===== src/rtl/edge_pkg.sv =====
// Shared types and helpers for the multi-channel edge detector.
// EDGE_STICKY_EN (when defined) adds per-channel sticky edge flags.
package edge_pkg;

  typedef enum logic [1:0] {
    EDGE_OFF  = 2'b00,
    EDGE_RISE = 2'b01,
    EDGE_FALL = 2'b10,
    EDGE_BOTH = 2'b11
  } edge_mode_t;

  // Counter must hold 0..DB_CYCLES-1 and stay meaningful when DB_CYCLES is 1.
  function automatic int cnt_width(input int db_cycles);
    return (db_cycles < 1) ? 1 : $clog2(db_cycles + 1);
  endfunction

  function automatic logic edge_qualifies(input edge_mode_t m, input logic new_level);
    logic q;
    case (m)
      EDGE_OFF:  q = 1'b0;
      EDGE_RISE: q = new_level;
      EDGE_FALL: q = ~new_level;
      EDGE_BOTH: q = 1'b1;
      default:   q = 1'b0;
    endcase
    return q;
  endfunction

endpackage


===== src/rtl/edge_chan.sv =====
// One channel: input synchroniser, debounce filter and registered edge pulse.
// EDGE_STICKY_EN adds a sticky flag that latches pulses until cleared.
module edge_chan
  import edge_pkg::*;
#(
  parameter int SYNC_STAGES = 2,
  parameter int DB_CYCLES   = 16
) (
  input  logic       clk,
  input  logic       reset_n,
  input  logic       level_in,
  input  edge_mode_t mode,
  output logic       level_out,
  output logic       pulse_out
`ifdef EDGE_STICKY_EN
  ,
  input  logic       sticky_clr,
  output logic       sticky_out
`endif
);

  localparam int CNT_W = cnt_width(DB_CYCLES);
  localparam logic [CNT_W-1:0] CNT_LAST = CNT_W'(DB_CYCLES - 1);

  logic [SYNC_STAGES-1:0] sync_q, sync_d;
  logic [CNT_W-1:0]       cnt_q, cnt_d;
  logic                   level_q, level_d;
  logic                   pulse_q, pulse_d;
  logic                   sync_lvl;

  // Shift the raw level through the synchroniser chain.
  always_comb begin
    sync_d   = {sync_q[SYNC_STAGES-2:0], level_in};
    sync_lvl = sync_q[SYNC_STAGES-1];
  end

  // Debounce: accept a new level only after DB_CYCLES consecutive mismatches.
  always_comb begin
    level_d = level_q;
    cnt_d   = cnt_q;
    pulse_d = 1'b0;
    if (sync_lvl == level_q) begin
      cnt_d = {CNT_W{1'b0}};
    end else if (cnt_q == CNT_LAST) begin
      level_d = sync_lvl;
      cnt_d   = {CNT_W{1'b0}};
      pulse_d = edge_qualifies(mode, sync_lvl);
    end else begin
      cnt_d = cnt_q + CNT_W'(1);
    end
  end

  // Channel state register.
  always_ff @(posedge clk) begin
    if (!reset_n) begin
      sync_q  <= {SYNC_STAGES{1'b0}};
      cnt_q   <= {CNT_W{1'b0}};
      level_q <= 1'b0;
      pulse_q <= 1'b0;
    end else begin
      sync_q  <= sync_d;
      cnt_q   <= cnt_d;
      level_q <= level_d;
      pulse_q <= pulse_d;
    end
  end

  assign level_out = level_q;
  assign pulse_out = pulse_q;

`ifdef EDGE_STICKY_EN
  logic sticky_q, sticky_d;

  // A pulse registered on this edge beats a simultaneous clear.
  always_comb begin
    if (pulse_d) begin
      sticky_d = 1'b1;
    end else if (sticky_clr) begin
      sticky_d = 1'b0;
    end else begin
      sticky_d = sticky_q;
    end
  end

  // Sticky flag register.
  always_ff @(posedge clk) begin
    if (!reset_n) begin
      sticky_q <= 1'b0;
    end else begin
      sticky_q <= sticky_d;
    end
  end

  assign sticky_out = sticky_q;
`endif

endmodule


===== src/rtl/multi_edge_detect.sv =====
// N-channel debounced edge detector with per-channel programmable polarity.
// EDGE_STICKY_EN adds sticky_clr/sticky_out per channel.
module multi_edge_detect
  import edge_pkg::*;
#(
  parameter int N_CH        = 4,
  parameter int SYNC_STAGES = 2,
  parameter int DB_CYCLES   = 16
) (
  input  logic              clk,
  input  logic              reset_n,
  input  logic [N_CH-1:0]   level_in,
  input  logic [2*N_CH-1:0] mode,
  output logic [N_CH-1:0]   level_out,
  output logic [N_CH-1:0]   pulse_out,
  output logic              any_pulse
`ifdef EDGE_STICKY_EN
  ,
  input  logic [N_CH-1:0]   sticky_clr,
  output logic [N_CH-1:0]   sticky_out
`endif
);

  for (genvar i = 0; i < N_CH; i++) begin : g_chan
    edge_chan #(
      .SYNC_STAGES(SYNC_STAGES),
      .DB_CYCLES  (DB_CYCLES)
    ) u_chan (
      .clk       (clk),
      .reset_n   (reset_n),
      .level_in  (level_in[i]),
      .mode      (edge_mode_t'(mode[2*i +: 2])),
      .level_out (level_out[i]),
      .pulse_out (pulse_out[i])
`ifdef EDGE_STICKY_EN
      ,
      .sticky_clr(sticky_clr[i]),
      .sticky_out(sticky_out[i])
`endif
    );
  end

  // Summary of all registered channel pulses.
  always_comb begin
    any_pulse = |pulse_out;
  end

endmodule


===== config.mk =====
export PLATFORM = sky130hd
export DESIGN_NAME = multi_edge_detect
export DESIGN_NICKNAME = d
export VERILOG_FILES = /design/src/rtl/edge_pkg.sv /design/src/rtl/edge_chan.sv /design/src/rtl/multi_edge_detect.sv
export SDC_FILE = /design/constraint.sdc
export NUM_CORES = 1
export LEC_CHECK = 0
export BUFFER_PORTS_ARGS = -buffer_cell sky130_fd_sc_hd__buf_2
export CAP_MARGIN = 5
export CELL_PAD_IN_SITES_DETAIL_PLACEMENT = 0
export CELL_PAD_IN_SITES_GLOBAL_PLACEMENT = 1
export CORE_MARGIN = 2
export CORE_UTILIZATION = 44
export CTS_CLUSTER_DIAMETER = 30
export DETAILED_ROUTE_END_ITERATION = 16
export PLACE_DENSITY_LB_ADDON = 0.1
export SLEW_MARGIN = 0
export SYNTH_ARGS = -nofsm -noshare
export SYNTH_HDL_FRONTEND = slang
export SYNTH_HIERARCHICAL = 1
export SYNTH_SLANG_ARGS = --single-unit

===== constraint.sdc =====
create_clock -name clk -period 2.87 [get_ports clk]
set_input_delay 0.574 -clock clk [delete_from_list [all_inputs] [get_ports clk]]
set_output_delay 0.574 -clock clk [all_outputs]
set_load 0.005 [all_outputs]

==> results.md, run 1 <==
Worst setup path:
- Setup slack on the worst reg-to-reg path comes out at 1.44 ns.
- The type of element capturing the critical path is a primary output.
- The type of the worst setup path is reg2out.
- The endpoint of the worst register-to-register path is g_chan[1].u_chan/cnt_q[0].
- The required time of the critical path is 2.30 ns.
- The kind of launch point of the worst setup path is a flip-flop.
- The beginning of the worst register-to-register path is g_chan[1].u_chan/cnt_q[0].
- The endpoint arrival time on the critical path is 1.28 ns.
- The length in cells of the worst reg-to-reg path is 5.
- Along the worst path, the maximum fanout reaches 2.

Power:
- Across the VDD grid, the largest voltage drop is 310 uV.
- The static leakage is 0.691 nW.
- After layout, the design draws a total of 0.830 mW.
- The total power divided by cell area is 536 nW/um2.

STA:
- Across the routed clock network, the largest skew measured is 0.00516 ns.
- Setup repair after global routing left no endpoint under its margin.
- The aggregate negative setup slack is 0 ns.
- The clock period could shrink to 1.86 ns.
- After layout, the worst setup slack is 1.01 ns.
- The worst path uses 64.7% of the clock period.
- Derived from the worst setup path, the maximum achievable clock frequency is 0.539 GHz.
- Setup violations remaining at the end of the flow were counted as 0.
- The headroom to the max-slew limit is 79.2%.
- The final number of hold-violating endpoints is 0.
- The final-report max-slew violation count was 0.
- At the pin with the least slew margin, the transition time is 0.311 ns.

Synthesis:
- Synthesis produced 129 cells.
- For this run, the number of Yosys warnings is 6.
- The number of distinct library cells after synthesis is 16.
- The combinational family with the most area after synthesis is simple AND/OR/NAND/NOR gates.
- The flip-flop and latch count after synthesis is 36.
- Summing the areas of all fa, ha and maj instances in the mapped netlist gives 7.50% of the synthesized area.
- A synthesized cell averages 10.3 um2.
- Counting flops with an async set or reset pin after synthesis yields a share of 0%.
- Summed over its instances, the top area cell type makes up 54.0% of the synthesized netlist area.
- Summing the areas of all xor and xnor instances in the mapped netlist gives 7.88% of the synthesized area.
- Yosys attributes the largest share of cell area to sky130_fd_sc_hd__dfxtp_1, sky130_fd_sc_hd__ha_1, sky130_fd_sc_hd__nor2_1, sky130_fd_sc_hd__xor2_1, sky130_fd_sc_hd__and2_1.
- Of all cell types, the one taking the most synthesized area is sky130_fd_sc_hd__dfxtp_1.
- The synthesized net count is 151.
- The proportion of synthesized area in mux cells is 3.00%.
- The most common flop cell mapped by yosys is sky130_fd_sc_hd__dfxtp_1.
- Summing the areas of all compound-gate instances in the mapped netlist gives 1.50% of the synthesized area.
- The count of flip-flops with a built-in enable after synthesis is 0.
- The cell area after technology mapping is 1330 um2.
- The synthesized-area fraction occupied by and/or/nand/nor cells is 23.8%.
- By count the netlist is led by sky130_fd_sc_hd__dfxtp_1, sky130_fd_sc_hd__nor2_1.
- Sequential elements use 54.0% of the synthesized area.
- In the post-synthesis netlist, the cell with the most instances is sky130_fd_sc_hd__dfxtp_1.

Clock network:
- The number of hold buffers added after CTS was 0.
- Post-CTS repair changed the size of 0 cells.
- The later pin in the worst-skew pair is clocked with a latency of 0.33 ns.
- CTS saw 36 sinks.
- The total number of H-tree levels is 2.
- Buffers added to address setup during post-CTS repair amount to 0.
- Clock-pin slew was measured on the worst setup and hold paths at 0.10 ns.
- No sink is reached through more buffers than the 2 on the longest clock path.
- In this run, CTS created clock tree buffers numbering 5.
- The TritonCTS clock tree is yes.
- The cell sitting at the root of the clock tree is a sky130_fd_sc_hd__clkbuf_4.

Final layout:
- The fraction of final layout cells sized beyond drive strength 1 is 20.9%.
- The number of antenna diodes in the final layout is 0.
- The relative area change from synthesis to final layout is 16.0%.
- Cells fill 54.7% of the core in the end.
- The net count reported at finish is 180.
- After routing the design area is 1550 um2.

Die:
- The effective utilization at floorplan is 47.1%.
- After floorplanning, the core was divided into 19 placement rows.
- The floorplan step defined a core boundary enclosing 2830 um2.
- The width of the die is 59.1 um.
- The I/O pin total is 23.
- The die covers 3490 um2.
- The die extent in y is 59.1 um.

Route:
- The routed length per instance is 10.8 um.
- The detailed router's first-iteration violation count is 21.
- The via count normalized by instance count is 4.85.
- The routed wire length is 2040 um.
- In this run the remaining antenna-violating nets after routing total 0.
- The first detailed-routing pass took 6 iterations.
- For this block, the via count after detailed routing is 917.
- After detailed routing, the number of remaining DRC violations is 0.

Job:
- Across the run, the number of max-cap violations was 0.

Min path:
- The tightest min-delay check is of the reg2reg type.
- The hold path startpoint is g_chan[1].u_chan/sync_q[0].
- Along the worst hold path, the cell count comes to 1.
- The worst hold path terminates at g_chan[1].u_chan/sync_q[1].

Place:
- Before CTS, the worst setup slack after placement is 1.37 ns.
- The quantity of I/O buffers inserted on ports is 22.
- The placer's final routability congestion estimate is 0.674.
- In this run the cell area measured after placement is 1480 um2.

Global routing:
- The initial antenna violation count is 0.
- The global-route total usage across every layer is 14.5%.
- Entering global routing, the biggest net connects 21 pins.
- The residual overflow from global routing is 0.
- The via count of the first global-routing pass was 946.
- The wire length of the first global-routing pass is 3730 um.

Outcome:
- The flow ran to the end, and the final reports show no timing, DRC or antenna violations.
-- cell families after synthesis --
logic type	Yosys count
XOR/XNOR	12
flip-flops	36
multiplexers	4
adder cells (fa/ha/maj)	8
AO/OA/AOI/OAI	4
buffers and inverters	8
AND/OR/NAND/NOR	57
-- cells in the final DEF (no fill, tap or decap) --
cell / instances
sky130_fd_sc_hd__nand3b_2: 4
sky130_fd_sc_hd__xor2_1: 8
sky130_fd_sc_hd__xnor2_1: 4
sky130_fd_sc_hd__nor2b_1: 4
sky130_fd_sc_hd__buf_2: 22
sky130_fd_sc_hd__dfxtp_1: 36
sky130_fd_sc_hd__clkbuf_4: 5
sky130_fd_sc_hd__mux2i_1: 4
sky130_fd_sc_hd__o21ai_0: 4
sky130_fd_sc_hd__inv_1: 8
sky130_fd_sc_hd__and2_1: 8
sky130_fd_sc_hd__nor2_1: 20
sky130_fd_sc_hd__nand2_1: 4
sky130_fd_sc_hd__and3_1: 8
sky130_fd_sc_hd__clkbuf_8: 2
sky130_fd_sc_hd__or4_1: 1
sky130_fd_sc_hd__nand3_1: 4
sky130_fd_sc_hd__ha_1: 8
sky130_fd_sc_hd__nand3b_1: 4
-- cell type report --
cell class | count | area [um2]
repair buffers | 22 | 110
flip-flops and latches | 36 | 721
inverters | 8 | 30.0
well taps | 31 | 38.8
fillers | 284 | 1280
multi-input cells | 85 | 583
clock buffers | 7 | 65.1
-- report_power, final --
part | total, mW | leakage [nW] | internal (mW) | switching, mW
Clock | 0.295 | 0.0374 | 0.139 | 0.157
Combinational | 0.0245 | 0.361 | 0.0132 | 0.0113
Sequential | 0.510 | 0.292 | 0.506 | 0.00416
Total | 0.830 | 0.691 | 0.658 | 0.172
-- worst max-delay path, cell delays in order, from the launching register on --
cell and delay [ns]:
sky130_fd_sc_hd__dfxtp_1 0.32, sky130_fd_sc_hd__or4_1 0.50, sky130_fd_sc_hd__buf_2 0.14
-- worst max path at each step --
stage                               startpoint         to  slack (ns)  cells past startpoint
floorplan           g_chan[1].u_chan/pulse_out  any_pulse        1.47                      1
detailed placement  g_chan[1].u_chan/pulse_out  any_pulse        1.37                      2
CTS                 g_chan[1].u_chan/pulse_out  any_pulse        0.98                      2
global placement    g_chan[1].u_chan/pulse_out  any_pulse        1.39                      2
global route        g_chan[1].u_chan/pulse_out  any_pulse        0.92                      2
finish              g_chan[1].u_chan/pulse_out  any_pulse        1.01                      2
-- layer usage --
layer  vias to the layer above  global-route usage [%]  part of all wire (%)
met4                         0                    6.82                   2.4
met3                         7                    6.33                   7.8
met1                       409                    16.4                    46
met5                         -                       0                     0
met2                        27                    23.7                    43
li1                        474                       -                     -
-- sequential cells by signal, summed over array words and instances (netlist names) --
register and cells:
g_chan.u_chan/cnt_q 20, g_chan.u_chan/level_out 4, g_chan.u_chan/pulse_out 4, g_chan.u_chan/sync_q 8
-- stage by stage --
step / std cells / hold slack [ns]
floorplan: 129 / 0.412
detailed placement: 182 / 0.420
finish: 189 / 0.438
CTS: 189 / 0.420
global placement: 182 / 0.415
global route: 189 / 0.424
No activity file was read; power rests on OpenSTA's default activity.
==> run 2: changes to the inputs <==
--- a/config.mk
+++ b/config.mk
@@ -5,12 +5,13 @@
 export SDC_FILE = /design/constraint.sdc
 export NUM_CORES = 1
 export LEC_CHECK = 0
+export ABC_AREA = 1
 export BUFFER_PORTS_ARGS = -buffer_cell sky130_fd_sc_hd__buf_2
 export CAP_MARGIN = 5
 export CELL_PAD_IN_SITES_DETAIL_PLACEMENT = 0
 export CELL_PAD_IN_SITES_GLOBAL_PLACEMENT = 1
 export CORE_MARGIN = 2
-export CORE_UTILIZATION = 44
+export CORE_UTILIZATION = 36
 export CTS_CLUSTER_DIAMETER = 30
 export DETAILED_ROUTE_END_ITERATION = 16
 export PLACE_DENSITY_LB_ADDON = 0.1
==> constraint.sdc (replaced) <==
create_clock -name clk -period 1.5 [get_ports clk]
set_input_delay 0.3 -clock clk [delete_from_list [all_inputs] [get_ports clk]]
set_output_delay 0.3 -clock clk [all_outputs]
set_load 0.005 [all_outputs]
==> results.md, run 2 <==
Power:
- The static leakage is 0.759 nW (+9.9%).
- The switching power summed over all nets was 0.349 mW (+100%).
- The part of the power in registers is 55.8% (-5.7 points).
- The highest ir drop seen on vdd is 603 uV (+94%).
- The part of the power in the clock network is 40.8% (+5.2 points).
- The design internal power was 1.40 mW (+110%).
- The total power divided by cell area is 1040 nW/um2 (+93%).
- The share of total power consumed by net switching came to 19.9% (-0.78 points).
- The share of total power in combinational logic came to 3.4% (+0.5 points).

Synthesis:
- The number of distinct library cells after synthesis was 13 (-3).
- The synthesized-area fraction occupied by and/or/nand/nor cells is 28.6% (+4.8 points).
- The synthesized net count came to 201 (+33%).
- The XOR/XNOR share of the synthesized area is 2.46% (-5.4 points).
- The mean instance size in the synthesized netlist is 7.95 um2 (-23%).
- The fraction of registers with async set or reset after synthesis is 0% (unchanged).
- Of all cell types, the one taking the most synthesized area is sky130_fd_sc_hd__dfxtp_1.
- The area fraction of the dominant cell type after synthesis came to 50.7% (-3.4 points).
- The synthesized-area fraction occupied by ao, oa, aoi and oai cells was 2.81% (+1.3 points).
- The count of flip-flops with a built-in enable after synthesis came to 0 (unchanged).
- The proportion of synthesized area in mux cells is 0% (-3.0 points).
- Sorting the synthesized cells by how often they occur yields sky130_fd_sc_hd__nand2_1, sky130_fd_sc_hd__dfxtp_1, sky130_fd_sc_hd__nor2_1, sky130_fd_sc_hd__inv_1.
- In the post-synthesis netlist, the biggest area contributors are sky130_fd_sc_hd__dfxtp_1, sky130_fd_sc_hd__nand2_1, sky130_fd_sc_hd__nor2_1, sky130_fd_sc_hd__inv_1, sky130_fd_sc_hd__ha_1.
- The flip-flop and latch count after synthesis was 36 (unchanged).
- In the synthesized netlist the dominant register cell turns out to be sky130_fd_sc_hd__dfxtp_1.
- The cell area after technology mapping was 1420 um2 (+6.7%).
- The count of yosys warnings during synthesis came to 6 (unchanged).
- The fraction of the yosys area taken by sequential cells came to 50.7% (-3.4 points).
- After synthesis, the largest family of logic cells by area is simple AND/OR/NAND/NOR gates.
- The synthesized-area fraction occupied by adder cells is 7.04% (-0.47 points).
- The cell with the most instances after synthesis is sky130_fd_sc_hd__nand2_1.
- The number of cells produced by synthesis is 179 (+39%).

Worst setup path:
- The type of the worst setup path is reg2reg.
- The endpoint arrival time on the critical path came to 1.52 ns (+0.24 ns).
- The required time of the critical path is 1.71 ns (-0.59 ns).
- The worst setup path is launched from a flip-flop.
- The type of element capturing the critical path is a flip-flop.
- The maximum fanout along the worst path is 5 (+3).
- Traced cell by cell, the critical path runs through ha_1, nand2_1, nor2_1, ha_1, inv_1, nand4_2, nor2_1.
- The largest stage delay on the critical path was 0.34 ns (-0.16 ns).
- The number of buffers and inverters on the critical path is 1 (unchanged).
- Broken down by cell family, the worst path's largest delay share belongs to adder cells.
- The library cell contributing the largest single delay on the critical path is sky130_fd_sc_hd__dfxtp_1.
- The setup slack on the worst flop-to-flop path is 0.19 ns (-1.25 ns).

STA:
- Derived from the worst setup path, the maximum achievable clock frequency is 0.763 GHz.
- The final-report max-slew violation count is 0 (unchanged).
- Setup repair after global routing left no endpoint under its margin.
- The final critical delay including setup and external delays is 1.31 ns.
- The post-route clock skew is 0.00224 ns (-0.00291 ns).
- The final number of hold-violating endpoints is 0 (unchanged).
- The headroom to the max-slew limit was 73.8% (-5.4 points).
- Dividing the final minimum period by the clock period gives 87.3%.
- The worst hold margin is 0.201 ns (-0.237 ns).
- The setup slack after layout was 0.190 ns (-0.823 ns).
- The final number of setup-violating endpoints came to 0 (unchanged).
- The aggregate negative setup slack came to 0 ns (unchanged).
- The slew at the pin with the worst max-slew slack is 0.393 ns (+0.0812 ns).

Job:
- The number of max-cap violations is 0 (unchanged).

Clock network:
- The number of setup buffers added after CTS is 0 (unchanged).
- The clock latency of the later-clocked register in the worst-skew pair was 0.28 ns (-0.05 ns).
- The number of clock sinks seen by CTS is 36 (unchanged).
- The number of hold buffers added after CTS is 0 (unchanged).
- The total number of H-tree levels was 2 (unchanged).
- The number of gates resized after CTS was 0 (unchanged).
- The number of buffers on the longest clock path is 2 (unchanged).
- The CTS clock-pin slew for the worst setup and hold paths was 0.06 ns (-0.04 ns).
- TritonCTS built the clock tree.
- The cell chosen for the clock root is sky130_fd_sc_hd__clkbuf_8.
- The number of buffers created by CTS was 5 (unchanged).

Final layout:
- The post-route non-filler standard cell count is 256 (+35%).
- The final core utilization is 45.1% (-9.6 points).
- The fill cell total of the finished layout is 396 (+39%).
- The area growth from synthesis to layout is 18.7%.
- The most frequent standard cell in the layout excluding fill and tap cells is sky130_fd_sc_hd__nand2_1.
- The fraction of final layout cells sized beyond drive strength 1 was 19.7% (-1.2 points).
- The number of antenna cells inserted is 0 (unchanged).
- The net count reported at finish is 230 (+28%).
- g_chan.u_chan/cnt_q holds more flip-flops than any other register.
- The number of flip-flops under the largest register name is 20 (unchanged).
- The area of the multi-input gates was 582 um2 (-0.21%).
- The top cell types in the final layout, fill and taps aside, are sky130_fd_sc_hd__nand2_1, sky130_fd_sc_hd__dfxtp_1, sky130_fd_sc_hd__nor2_1.
- The footprint of the flip-flops and latches is 721 um2 (unchanged).
- The largest registers in the layout are g_chan.u_chan/cnt_q x20, g_chan.u_chan/sync_q x8.

Place:
- The setup slack after placement is 0.185 ns (-1.19 ns).
- The quantity of I/O buffers inserted on ports is 22 (unchanged).
- The placer's final routability congestion estimate is 0.648 (-3.8%).
- The placed cell count is 249 (+37%).
- The detailed-placement wirelength estimate is 1720 um.

Global routing:
- The global-route total usage across every layer was 11.9% (-2.7 points).
- The maximum number of pins on one net before global-route repair is 21 (unchanged).
- The wire length of the first global-routing pass is 3910 um (+4.8%).
- The via count of the first global-routing pass is 1000 (+5.7%).
- The residual overflow from global routing was 0 (unchanged).
- The initial antenna violation count is 0 (unchanged).

Route:
- The final routed DRC violation total is 0 (unchanged).
- The detailed router's first-iteration violation count came to 23 (+9.5%).
- The routed wire length is 2240 um (+10%).
- The via count normalized by instance count was 4.40 (-9.3%).
- The final antenna-violating net count is 0 (unchanged).
- The routed length per instance is 8.75 um (-19%).
- The total number of vias was 1127 (+23%).
- The number of iterations in the first detailed-routing pass came to 4 (-2).

Die:
- The full die area is 4470 um2 (+28%).
- The area of the core is 3740 um2 (+32%).
- The width of the die is 66.9 um (+13%).
- The number of core rows is 22 (+3).
- The effective utilization at floorplan is 38.0% (-9.1 points).
- The I/O pin total is 23 (unchanged).
- The die extent in y is 66.9 um (+13%).

Outcome:
- The run finished with clean final reports.

Min path:
- The type of the worst min-delay path is in2reg.
## run 2: power groups by stage
| stage | clock (mW) | combinational [mW] | sequential (mW) |
|---|---|---|---|
| 2_1_floorplan | 0 | 0.0308 | 0.997 |
| 3_3_place_gp | 0 | 0.0593 | 0.999 |
| 3_5_place_dp | 0 | 0.0611 | 0.999 |
| 4_1_cts | 0.755 | 0.0615 | 0.977 |
| 5_1_grt | 0.793 | 0.0697 | 0.978 |
| 6_report | 0.715 | 0.0604 | 0.977 |
## run 2: final cells by class
cell class | count | share of cell area (%)
flip-flops and latches | 36 | 42.7
multi-input cells | 111 | 34.4
inverters | 32 | 7.11
repair buffers | 22 | 6.52
clock buffers | 7 | 5.70
well taps | 48 | 3.56
## run 2: cells by family (layout without fill, tap and decap cells)
logic type      count (synthesis)  after routing
flops                          36             36
xor+xnor                        4              4
buf+inv                        32             61
fa+ha+maj                       8              8
compound gates                  8              8
simple gates                   91             91
## run 2: final timing paths
| path | cells past startpoint | end | startpoint |
|---|---|---|---|
| worst max-delay path | 7 | g_chan[0].u_chan/cnt_q[0] | g_chan[0].u_chan/cnt_q[0] |
| worst min-delay path | 3 | g_chan[2].u_chan/sync_q[0] | level_in[2] |
| worst max register to register | 7 | g_chan[0].u_chan/cnt_q[0] | g_chan[0].u_chan/cnt_q[0] |
| worst min register to register | 2 | g_chan[3].u_chan/sync_q[1] | g_chan[3].u_chan/sync_q[0] |
## run 2: layer usage
layer | global-route usage [%] | share of wire (%)
met5 | 0 | 0
met4 | 5.36 | 2.0
met3 | 5.07 | 6.6
met2 | 19.4 | 43
met1 | 13.4 | 48
## run 2: per-stage QoR
stage                     area (um2)  power (mW)
after floorplan                 1420        1.03
after global placement          1590        1.06
after detailed placement        1590        1.06
after CTS                       1690        1.79
after global routing            1690        1.84
final                           1690        1.75
## run 2: worst min-delay path, stage by stage
cell and delay (ns):
sky130_fd_sc_hd__buf_2 0.07, sky130_fd_sc_hd__nand2_1 0.04, sky130_fd_sc_hd__inv_1 0.04
